**config.mk**
```make
export PLATFORM = sky130hd
export DESIGN_NAME = fetch_queue
export DESIGN_NICKNAME = d
export VERILOG_FILES = /design/src/rtl/fetch_queue.sv
export SDC_FILE = /design/constraint.sdc
export NUM_CORES = 1
export LEC_CHECK = 0
export CAP_MARGIN = 20
export CORE_MARGIN = 2
export CORE_UTILIZATION = 37
export DETAILED_ROUTE_END_ITERATION = 16
export GPL_ROUTABILITY_DRIVEN = 0
export SKIP_LAST_GASP = 1
export SYNTH_ARGS = -nofsm -noshare
export SYNTH_HDL_FRONTEND = slang
export SYNTH_SLANG_ARGS = --single-unit
```
**constraint.sdc**
```tcl
create_clock -name i_clk -period 3.8 [get_ports i_clk]
set_input_delay 0.57 -clock i_clk [delete_from_list [all_inputs] [get_ports i_clk]]
set_output_delay 0.57 -clock i_clk [all_outputs]
set_load 0.02 [all_outputs]
```
**src/rtl/fetch_queue.sv**
```systemverilog
// fetch_queue: instruction prefetch queue between a variable-latency
// instruction memory and decode.
//
// Requests go out on a valid/ready port. Responses come back in order and
// are tagged with the PC the queue expects next. A redirect flushes the
// buffered entries. It also records how many in-flight responses are stale,
// so that those responses are dropped when they arrive.
//
// Handshake semantics (both ports): a transfer happens in a cycle where
// valid and ready are both high at the rising edge. The request port may
// withdraw valid without a transfer, for example on a redirect or when
// credit runs out. While a request is pending and no redirect occurs,
// o_req_addr stays stable. The decode port is valid whenever the queue is
// non-empty, and the head is consumed when i_ready is high.
module fetch_queue #(
    parameter int                DATA_W   = 32,
    parameter int                ADDR_W   = 32,
    parameter int                DEPTH    = 4,
    parameter logic [ADDR_W-1:0] RESET_PC = '0
) (
    input  logic              i_clk,
    input  logic              i_nrst,
    // instruction memory request port
    output logic              o_req_valid,
    output logic [ADDR_W-1:0] o_req_addr,
    input  logic              i_req_ready,
    // instruction memory response port (in order, no back-pressure)
    input  logic              i_rsp_valid,
    input  logic [DATA_W-1:0] i_rsp_data,
    // decode port
    output logic              o_valid,
    output logic [DATA_W-1:0] o_data_instr,
    output logic [ADDR_W-1:0] o_addr_pc,
    output logic [ADDR_W-1:0] o_addr_pc4,
    input  logic              i_ready,
    // redirect from branch/jump resolution
    input  logic              i_con_redirect,
    input  logic [ADDR_W-1:0] i_addr_redirect
);

    // Pointer width, counter width (holds 0..DEPTH), and a wider width
    // for occupancy sums so that they cannot overflow.
    localparam int PW = $clog2(DEPTH);
    localparam int CW = PW + 1;
    localparam int SW = CW + 1;

    // Fetch addresses: the next address to request, and the PC that the
    // next non-stale response belongs to.
    logic [ADDR_W-1:0] req_pc;
    logic [ADDR_W-1:0] rsp_pc;

    // Circular buffer storage for the queued instructions and their PCs.
    logic [DATA_W-1:0] instr_mem [DEPTH];
    logic [ADDR_W-1:0] pc_mem    [DEPTH];
    logic [PW-1:0]     rd_ptr;
    logic [PW-1:0]     wr_ptr;

    // Occupancy and in-flight accounting.
    logic [CW-1:0]     count;
    logic [CW-1:0]     outstanding;
    logic [CW-1:0]     drop_cnt;

    // Combinational control terms.
    logic [SW-1:0]     live_sum;
    logic              credit_ok;
    logic              req_valid;
    logic              req_fire;
    logic              rsp_drop;
    logic              push;
    logic              head_valid;
    logic              pop;

    // Credit and handshake decode. The live sum covers the slots already
    // filled plus the responses that will still land in the queue. Stale
    // responses are subtracted because they never occupy a slot.
    always_comb begin
        live_sum   = SW'(count) + SW'(outstanding) - SW'(drop_cnt);
        credit_ok  = (outstanding < CW'(DEPTH)) && (live_sum < SW'(DEPTH));
        req_valid  = i_nrst && !i_con_redirect && credit_ok;
        req_fire   = req_valid && i_req_ready;
        rsp_drop   = i_rsp_valid && ((drop_cnt != '0) || i_con_redirect);
        push       = i_rsp_valid && !rsp_drop;
        head_valid = i_nrst && (count != '0);
        pop        = head_valid && i_ready && !i_con_redirect;
    end

    // Output drive. The head fields are read straight from the read
    // pointer, so they are meaningless while o_valid is low.
    always_comb begin
        o_req_valid  = req_valid;
        o_req_addr   = req_pc;
        o_valid      = head_valid;
        o_data_instr = instr_mem[rd_ptr];
        o_addr_pc    = pc_mem[rd_ptr];
        o_addr_pc4   = pc_mem[rd_ptr] + ADDR_W'(4);
    end

    // Request address: a redirect reloads it, and a transfer advances it.
    // The add wraps modulo 2^ADDR_W.
    always_ff @(posedge i_clk) begin
        if (!i_nrst) begin
            req_pc <= RESET_PC;
        end else if (i_con_redirect) begin
            req_pc <= i_addr_redirect;
        end else if (req_fire) begin
            req_pc <= req_pc + ADDR_W'(4);
        end
    end

    // Response PC tag: it follows the request stream, but only advances
    // for responses that are kept.
    always_ff @(posedge i_clk) begin
        if (!i_nrst) begin
            rsp_pc <= RESET_PC;
        end else if (i_con_redirect) begin
            rsp_pc <= i_addr_redirect;
        end else if (push) begin
            rsp_pc <= rsp_pc + ADDR_W'(4);
        end
    end

    // Queue storage write. This is a plain RAM and needs no reset, because
    // o_valid qualifies every read.
    always_ff @(posedge i_clk) begin
        if (push) begin
            instr_mem[wr_ptr] <= i_rsp_data;
            pc_mem[wr_ptr]    <= rsp_pc;
        end
    end

    // Queue pointers and count. A redirect clears them. A push and a pop
    // in the same cycle move both pointers and leave the count unchanged.
    always_ff @(posedge i_clk) begin
        if (!i_nrst || i_con_redirect) begin
            rd_ptr <= '0;
            wr_ptr <= '0;
            count  <= '0;
        end else begin
            if (push) begin
                wr_ptr <= wr_ptr + PW'(1);
            end
            if (pop) begin
                rd_ptr <= rd_ptr + PW'(1);
            end
            case ({push, pop})
                2'b10:   count <= count + CW'(1);
                2'b01:   count <= count - CW'(1);
                default: count <= count;
            endcase
        end
    end

    // In-flight accounting. Every response retires one outstanding
    // request. On a redirect, every request still in flight after this
    // cycle's response becomes stale.
    always_ff @(posedge i_clk) begin
        if (!i_nrst) begin
            outstanding <= '0;
            drop_cnt    <= '0;
        end else if (i_con_redirect) begin
            outstanding <= outstanding - CW'(i_rsp_valid);
            drop_cnt    <= outstanding - CW'(i_rsp_valid);
        end else begin
            outstanding <= outstanding + CW'(req_fire) - CW'(i_rsp_valid);
            if (i_rsp_valid && (drop_cnt != '0)) begin
                drop_cnt <= drop_cnt - CW'(1);
            end
        end
    end

    // The credit check must make a push into a full queue impossible.
    a_no_overflow : assert property (@(posedge i_clk) disable iff (!i_nrst)
        !(push && (count == CW'(DEPTH))));

endmodule

```
==> results of run 1 <==
cells in the mapped netlist, drive strengths merged (2+ instances only):
library cell | number | area, um^2
xnor2 | 41 | 359
o21a | 4 | 30.0
o211ai | 8 | 60.1
edfxtp | 256 | 7690
and3 | 9 | 56.3
nor2b | 6 | 37.5
nand3 | 32 | 160
or4 | 8 | 63.8
nand2 | 53 | 199
nor3b | 3 | 22.5
o2111ai | 2 | 17.5
clkbuf | 28 | 105
or3 | 12 | 75.1
and4 | 10 | 87.6
fa | 4 | 80.1
ha | 17 | 213
mux4 | 64 | 1440
and2 | 14 | 87.6
a311oi | 5 | 43.8
inv | 29 | 109
nand2b | 2 | 12.5
buf | 16 | 106
a21oi | 33 | 165
o31ai | 6 | 45.0
dfxtp | 79 | 1580
o311ai | 4 | 35.0
o31a | 2 | 17.5
a31oi | 20 | 125
a211oi | 13 | 103
nor2 | 43 | 161
mux2i | 2 | 20.0
xor2 | 19 | 166
nor4 | 10 | 81.3
nor3 | 17 | 85.1
nand3b | 2 | 15.0
nand4 | 28 | 175
nor4bb | 3 | 30.0
o21ai | 37 | 185
final cells by class:
class,count,area (um^2),share of cell area
inverters,29,109,0.00592
clock inverters,19,186,0.0101
flip-flops and latches,335,9280,0.504
clock buffers,48,1010,0.0551
repair buffers,249,2530,0.137
well taps,511,639,0.0347
multi-input cells,548,4650,0.252
per-stage QoR:
stage	area [um^2]	total power, W	worst slack, ps
3_5_place_dp	17100	0.00513	48.8
6_report	18400	0.00857	61.8
4_1_cts	18300	0.00868	-9.89
2_1_floorplan	14200	0.00471	-117
3_3_place_gp	17100	0.00512	48.1
5_1_grt	18400	0.00892	-109
power by group through the flow:
stage / clock network (W) / logic, W / registers [W]
2_1_floorplan: 0 / 0.000464 / 0.00425
3_3_place_gp: 0 / 0.000880 / 0.00424
3_5_place_dp: 0 / 0.000886 / 0.00425
4_1_cts: 0.00363 / 0.000890 / 0.00417
5_1_grt: 0.00377 / 0.000959 / 0.00419
6_report: 0.00352 / 0.000881 / 0.00417
layout by cell type (no fill, tap or decap), types with 10 or more instances in the layout:
cell / n
dlymetal6s2s_1: 13
ha_1: 15
clkdlybuf4s50_1: 181
a21oi_1: 33
nor3_1: 17
nand2_1: 53
xor2_1: 19
edfxtp_1: 256
nand4_1: 28
nor2_1: 43
or3_1: 12
xnor2_1: 41
and4_1: 10
inv_1: 24
buf_4: 38
o21ai_0: 35
buf_12: 11
nand3_1: 32
and2_1: 10
a31oi_1: 20
a211oi_1: 12
mux4_2: 64
dfxtp_1: 75
clkbuf_16: 39
per-layer routing:
layer  global-route usage  routed length (um)  vias to the layer above
met1                0.238               15100                     4436
li1                     -                   -                     4262
met5                    0                   0                        -
met2                0.267               15400                      316
met4               0.0431                 552                        0
met3               0.0324                2280                       42
worst min-delay path by stage:
stage | from | end | slack [ps]
floorplan | rsp_pc[0] | pc_mem[0][0] | 460
global placement | o_req_addr[1] | o_req_addr[1] | 450
detailed placement | o_req_addr[1] | o_req_addr[1] | 460
CTS | o_req_addr[1] | o_req_addr[1] | 470
global route | o_req_addr[1] | o_req_addr[1] | 480
finish | o_req_addr[1] | o_req_addr[1] | 460
state kept, by name, indices dropped and copies added (netlist names), 3 cells and up, named ones only:
register	count
instr_mem	128
pc_mem	128
outstanding	3
count	3
rsp_pc	32
o_req_addr	32
drop_cnt	3
critical path: stages (launching register included):
cell and delay (ps):
dfxtp_4 380, buf_12 150, mux4_2 430, nand4_1 230
nor4_2 330, buf_6 210, nand3_1 130, xnor2_1 150
clkdlybuf4s50_1 620
cell families after synthesis:
| group | Yosys count |
|---|---|
| mux | 67 |
| fa+ha+maj | 21 |
| compound gates | 144 |
| flops | 335 |
| simple gates | 256 |
| xor+xnor | 60 |
| buf+inv | 73 |
what timing repair did:
action	4_1_cts	5_1_grt
endpoints found under the setup margin	14	17
endpoints found under the hold margin	0	0
resized for setup	4	18
buffers inserted	4	8
pin swaps	0	1
==> flow_summary.yaml, run 1 <==
floorplanning:
  start_util: 0.376
  row_count: 71
  coreArea_um2: 37800
  ios: 200
  dieArea_um2: 39900
  fp.dieW_um: 200
  die_h_um: 200
synth:
  synth-edff-count: 256
  synth_compound_area_frac: 0.0649
  syn_avg_cell_area_um2: 14.8
  synth-warning-count: 0
  synth_top_family_by_area: "multiplexers"
  yosys.area_share.simple: 0.0979
  ys_seq_elements: 335
  synthFlopType: "edfxtp_1"
  synth_xor_area_frac: 0.0370
  yosysSeqAreaShare: 0.653
  syn-num-nets: 1047
  syn_area_um2: 14200
  synth_fa_ha_area_frac: 0.0206
  synth.distinct_cells: 60
  async_reset_ff_frac: 0
  synth_cells: 956
  synthMuxAreaShare: 0.104
cts:
  cts_buffer_depth: 3
  cts_hold_buffers: 0
  cts_tree: "yes"
  cts_buffers: 37
  clk_latency_ps: 530
  cts_num_sinks: 335
  htreeDepth: 2
  root_buffer: "clkbuf_16"
  clk_pin_slew_ps: 60
setup_path:
  end_kind: "output port"
  path_max_fanout: 9
  reg2reg_to: "outstanding[2]"
  crit_end: "o_addr_pc4[22]"
  crit-reg2reg-launch: "outstanding[1]"
  arrival_ps: 3170
  r2r_cells: 16
  critPathRequiredTime_ps: 3230
  crit_type: "flop to output port"
  critPathLaunchType: "flop"
  ff2ff_setup_slack_ps: 60
sta:
  finalSetupTns_ps: 0
  setup_viol: 0
  maxSlewViolCount: 0
  holdWs_ps: 460
  clock_skew_ps: 33.2
  max_freq_mhz: 268
  fin_crit_sh: 0.984
  max_slew.worst_pin.slew_ps: 747
  slew_headroom: 0.501
  rsz0062_at_grt: "true"
  hold_viol_final: 0
  period_needed_ps: 3740
detailed_routing:
  drtIter0Drc: 458
  viasPerCell: 5.21
  dr_total_vias: 9056
  routed_wl_mm: 33.3
  drc: 0
  wl_per_cell_um: 19.2
  firstDrtPassIters: 5
  ant_nets: 0
power:
  p_switching_w: 0.00200
  p_int_w: 0.00656
  vdd_ir_drop_max_v: 0.000233
  swShare: 0.234
  clkPwrFrac: 0.410
  p_leak_nw: 6.05
  power_density_nw_per_um2: 465
  seqPwrFrac: 0.487
  power_frac_comb: 0.103
cells_and_area:
  synthToLayoutAreaGrowth_pct: 29.7
  fin_util: 0.487
  drive_above_1_share: 0.159
  instances_no_fill: 1739
  fillCellCount: 3242
  finalNetCount: 1291
  diodes: 0
hold_path:
  hold_depth: 2
  hold_class: "flop to flop"
placed_design:
  io_buffers: 199
  placed_cells: 1660
  dpl.hpwl_mm: 22.9
global_route:
  overflow: 0
  grt_max_degree: 52
  grt_pass1_vias: 9041
  grt_pass1_wl_mm: 51.6
  grt_use_total: 0.168
  antenna_found_initial: 0
job:
  maxCapViolCount: 0
outcome:
  status: "finished clean"
Note: power is estimated with default switching activity, not from simulation.
==> run 2, diff against run 1 <==
clock period = 3.46 ns   (was 3.8 ns; I/O delays follow)
==> run 2 against run 1 <==
The flow now finishes with violations (negative setup slack); sequential power up 9.8%; clock-buffer cell count down 6; cell area up 0.72%; non-clock buffer count up 21; sequential share of layout area down 0.36 points; flip-flop and latch count unchanged; critical endpoint is now outstanding[2].
==> flow_summary.yaml, run 2 (synthesis gave the netlist of run 1 again) <==
floorplanning:
  row_count: 71
  start_util: 0.376
  dieArea_um2: 39900
  fp.dieW_um: 200
  ios: 200
  die_h_um: 200
  coreArea_um2: 37800
sta:
  max_slew.worst_pin.slew_ps: 664
  hold_viol_final: 0
  clock_skew_ps: 23.7
  timing.final.ws_setup_ps: -120
  max_freq_mhz: 279
  fin_crit_sh: 1.03
  maxSlewViolCount: 0
  slew_headroom: 0.553
  period_needed_ps: 3580
  setup_viol: 3
  holdWs_ps: 455
  rsz0062_at_grt: "true"
cells_and_area:
  drive_above_1_share: 0.189
  layout_common_cells: "edfxtp_1 (256), clkdlybuf4s50_1 (174), dfxtp_1 (75), mux4_2 (64), buf_4 (60)"
  instances_no_fill: 1762
  finalNetCount: 1313
  regArea_um2: 9280
  largestRegisters: "instr_mem (128), pc_mem (128)"
  layout_commonest_cell: "edfxtp_1"
  fillCellCount: 3288
  diodes: 0
  multi_input_area_um2: 4660
  synthToLayoutAreaGrowth_pct: 30.6
setup_path:
  ff2ff_setup_slack_ps: -120
  critPathRequiredTime_ps: 3880
  critPathLaunchType: "flop"
  crit_type: "flop to flop"
  r2r_cells: 16
  reg2reg_to: "outstanding[2]"
  path_max_fanout: 2
  crit-reg2reg-launch: "count[1]"
  startpoint: "count[1]"
  end_kind: "flop"
  arrival_ps: 3990
cts:
  cts_tree: "yes"
  root_buffer: "clkbuf_16"
  cts_num_sinks: 335
  clk_latency_ps: 530
  cts_buffer_depth: 3
  clk_pin_slew_ps: 60
  htreeDepth: 2
  cts_buffers: 38
detailed_routing:
  wl_per_cell_um: 20.0
  drc: 0
  ant_nets: 0
  routed_wl_mm: 35.2
  dr_total_vias: 9338
  viasPerCell: 5.30
  drtIter0Drc: 579
  firstDrtPassIters: 6
placed_design:
  io_buffers: 199
  dpl.hpwl_mm: 24.1
  placed_cells: 1676
job:
  maxCapViolCount: 0
global_route:
  overflow: 0
  grt_use_total: 0.179
  grt_pass1_vias: 9512
  grt_max_degree: 51
  antenna_found_initial: 0
  grt_pass1_wl_mm: 54.9
hold_path:
  min_to: "o_req_addr[1]"
  hold_class: "flop to flop"
  hold_depth: 2
  min_from: "o_req_addr[1]"
power:
  vdd_ir_drop_max_v: 0.000354
  p_leak_nw: 6.05
  power_density_nw_per_um2: 515
  power_w: 0.00954
outcome:
  violations: "negative setup slack"
  status: "complete, but fails checks"
## run 2: layout make-up
type,instances,area share
Timing Repair Buffer,270,0.141
Sequential cell,335,0.501
Tap cell,511,0.0345
Clock inverter,27,0.0142
Clock buffer,42,0.0521
Multi-Input combinational cell,548,0.252
Inverter,29,0.00587
## run 2: through the flow
step	worst slack [ps]	instance area (um^2)	utilization	setup TNS, ps
finish	-120	18500	0.491	-188
detailed placement	-275	17200	0.456	-491
floorplan	-457	14200	-	-752
global placement	-219	17200	0.456	-387
CTS	-191	18500	0.490	-760
global route	-289	18500	0.491	-908
## run 2: per-layer routing
layer,up-vias,part of all wire,GRT usage
met5,-,0,0
met4,0,0.028,0.0582
met3,61,0.068,0.0338
met2,349,0.45,0.280
met1,4628,0.45,0.254
li1,4300,-,-
## run 2: worst max-delay path: stages (launching register included)
cell and delay (ps):
dfxtp_2 340, inv_2 50, fa_1 530, inv_1 50, ha_1 260, and3b_4 180, or4_4 500, a211oi_4 240
inv_2 80, ha_4 260, inv_2 40, ha_4 140, fa_2 330, xor2_1 150, o21ai_1 140, xnor2_1 130
nor2_1 50
## run 2: power by group
group | total, W | switching [W] | internal, W
Clock | 0.00393 | 0.00160 | 0.00233
Combinational | 0.00103 | 0.000557 | 0.000475
Sequential | 0.00458 | 0.000118 | 0.00446
Total | 0.00954 | 0.00228 | 0.00726
## run 2: how the worst max path moves through the flow
stage / end / cells past startpoint / slack, ps
floorplan: outstanding[2] / 18 / -460
detailed placement: outstanding[2] / 16 / -270
global route: outstanding[2] / 16 / -290
global placement: outstanding[2] / 16 / -220
finish: outstanding[2] / 16 / -120
CTS: o_req_valid / 9 / -190
## run 2: timing repair
item | 4_1_cts | 5_1_grt
setup endpoints to repair | 46 | 33
hold buffers | 0 | 0
setup buffers | 10 | 7
pin swaps | 8 | 6
resized for setup | 30 | 37
cloned | 0 | 0
hold endpoints to repair | 0 | 0
==> run 3, diff against run 2 <==
PLACE_DENSITY = 0.68   (was not set)
==> run 3 against run 2 <==
Via count shrank 0.95%; combinational power hardly changed; largest power group unchanged; the run still ends with negative setup slack left; core utilization decreased by 0.21 points; clock skew fell by 11 ps.
==> flow_summary.yaml, run 3 (synthesis gave the netlist of run 1 again) <==
global_route:
  overflow: 0
  grt_pass1_wl_mm: 51.6
  antenna_found_initial: 0
  grt_pass1_vias: 9028
  grt_use_total: 0.169
  grt_max_degree: 54
power:
  power_w: 0.00915
  power_frac_comb: 0.112
  power_density_nw_per_um2: 496
  clkPwrFrac: 0.387
  p_int_w: 0.00698
  swShare: 0.237
  p_switching_w: 0.00217
  p_leak_nw: 6.02
  seqPwrFrac: 0.500
  vdd_ir_drop_max_v: 0.000283
cts:
  clk_pin_slew_ps: 60
  cts_num_sinks: 335
  root_buffer: "clkbuf_16"
  htreeDepth: 2
  cts_hold_buffers: 0
  clk_latency_ps: 510
  cts_buffer_depth: 3
  cts_buffers: 35
  cts_tree: "yes"
floorplanning:
  die_h_um: 200
  start_util: 0.376
  row_count: 71
  ios: 200
  dieArea_um2: 39900
  fp.dieW_um: 200
  coreArea_um2: 37800
cells_and_area:
  layout_commonest_cell: "edfxtp_1"
  diodes: 0
  layout_common_cells: "edfxtp_1 (256), clkdlybuf4s50_1 (176), dfxtp_1 (75), buf_4 (65), mux4_2 (64)"
  largestRegisters: "instr_mem (128), pc_mem (128)"
  instances_no_fill: 1759
  fin_util: 0.489
  drive_above_1_share: 0.188
  synthToLayoutAreaGrowth_pct: 30.0
  finalNetCount: 1315
sta:
  timing.final.ws_setup_ps: -84.5
  max_slew.worst_pin.slew_ps: 848
  hold_viol_final: 0
  fin_crit_sh: 1.02
  maxSlewViolCount: 0
  rsz0062_at_grt: "true"
  clock_skew_ps: 12.8
  setup_viol: 2
  slew_headroom: 0.434
  period_needed_ps: 3540
  max_freq_mhz: 282
  holdWs_ps: 461
placed_design:
  dpl.hpwl_mm: 23.4
  io_buffers: 199
  placed_cells: 1681
setup_path:
  path_max_fanout: 2
  critPathRequiredTime_ps: 3860
  arrival_ps: 3940
  crit_type: "flop to flop"
  critPathLaunchType: "flop"
  end_kind: "flop"
detailed_routing:
  dr_total_vias: 9249
  drtIter0Drc: 607
  ant_nets: 0
  drc: 0
  routed_wl_mm: 33.9
  firstDrtPassIters: 5
  wl_per_cell_um: 19.3
  viasPerCell: 5.26
outcome:
  violations: "negative setup slack"
  status: "complete, but fails checks"
job:
  maxCapViolCount: 0
hold_path:
  hold_class: "flop to flop"
-- run 3: cell count changes in the layout (fill, tap and decap cells not counted), sizes merged --
cell	change
clkinv	-5
bufinv	-3
inv	-3
clkdlybuf4s50	+2
clkinvlp	+2
buf	+1
bufbuf	+1
dlygate4sd2	+1
dlymetal6s2s	+1
-- run 3: cell type report --
| type | instances | area [um^2] |
|---|---|---|
| multi-input cells | 548 | 4680 |
| clock inverters | 18 | 125 |
| well taps | 511 | 639 |
| flip-flops and latches | 335 | 9280 |
| repair buffers | 275 | 2660 |
| clock buffers | 43 | 958 |
| inverters | 29 | 109 |
| fillers | 3222 | 19300 |
-- run 3: worst paths after layout --
kind / depth (start not counted) / endpoint / slack (ps) / from
hold / removal: 2 / o_req_addr[1] / 460 / o_req_addr[1]
hold reg to reg: 2 / o_req_addr[1] / 460 / o_req_addr[1]
setup reg to reg: 16 / outstanding[2] / -80 / outstanding[1]
setup / recovery: 16 / outstanding[2] / -80 / outstanding[1]
-- run 3: layer usage --
metal	up-vias	track usage	share of wire	wire, um
met5	-	0	0	0
met4	0	0.0458	0.019	643
met3	47	0.0311	0.065	2190
met2	335	0.266	0.46	15500
met1	4572	0.240	0.46	15500
li1	4295	-	-	-
-- run 3: timing repair --
action	in CTS	in global routing
gates resized for setup	26	33
cloned	1	0
buffers inserted	10	6
pin swaps	8	3
endpoints found under the setup margin	24	21
-- run 3: critical path, cell delays in order, from the launching register on --
cell,delay [ps]
dfxtp_2,340
inv_2,50
fa_1,550
inv_2,50
ha_4,200
and3b_4,170
or4_4,510
a211oi_4,240
inv_2,80
ha_4,270
inv_2,30
ha_4,140
fa_2,330
xor2_1,140
o21ai_1,150
xnor2_1,140
nor2_1,50
-- run 3: power by group through the flow --
stage	clock, W	combinational (W)	sequential, W
final	0.00354	0.00103	0.00458
after global routing	0.00378	0.00112	0.00460
after CTS	0.00363	0.00101	0.00458
after detailed placement	0	0.00102	0.00466
after global placement	0	0.00101	0.00465
after floorplan	0	0.000510	0.00466
-- run 3: stage by stage --
stage                     setup TNS (ps)  setup WS, ps  instance area [um^2]
final                              -85.5         -84.5                 18500
after global placement              -358          -221                 17200
after global routing                -508          -214                 18500
after floorplan                     -752          -457                 14200
after detailed placement            -371          -250                 17200
after CTS                           -857          -247                 18400
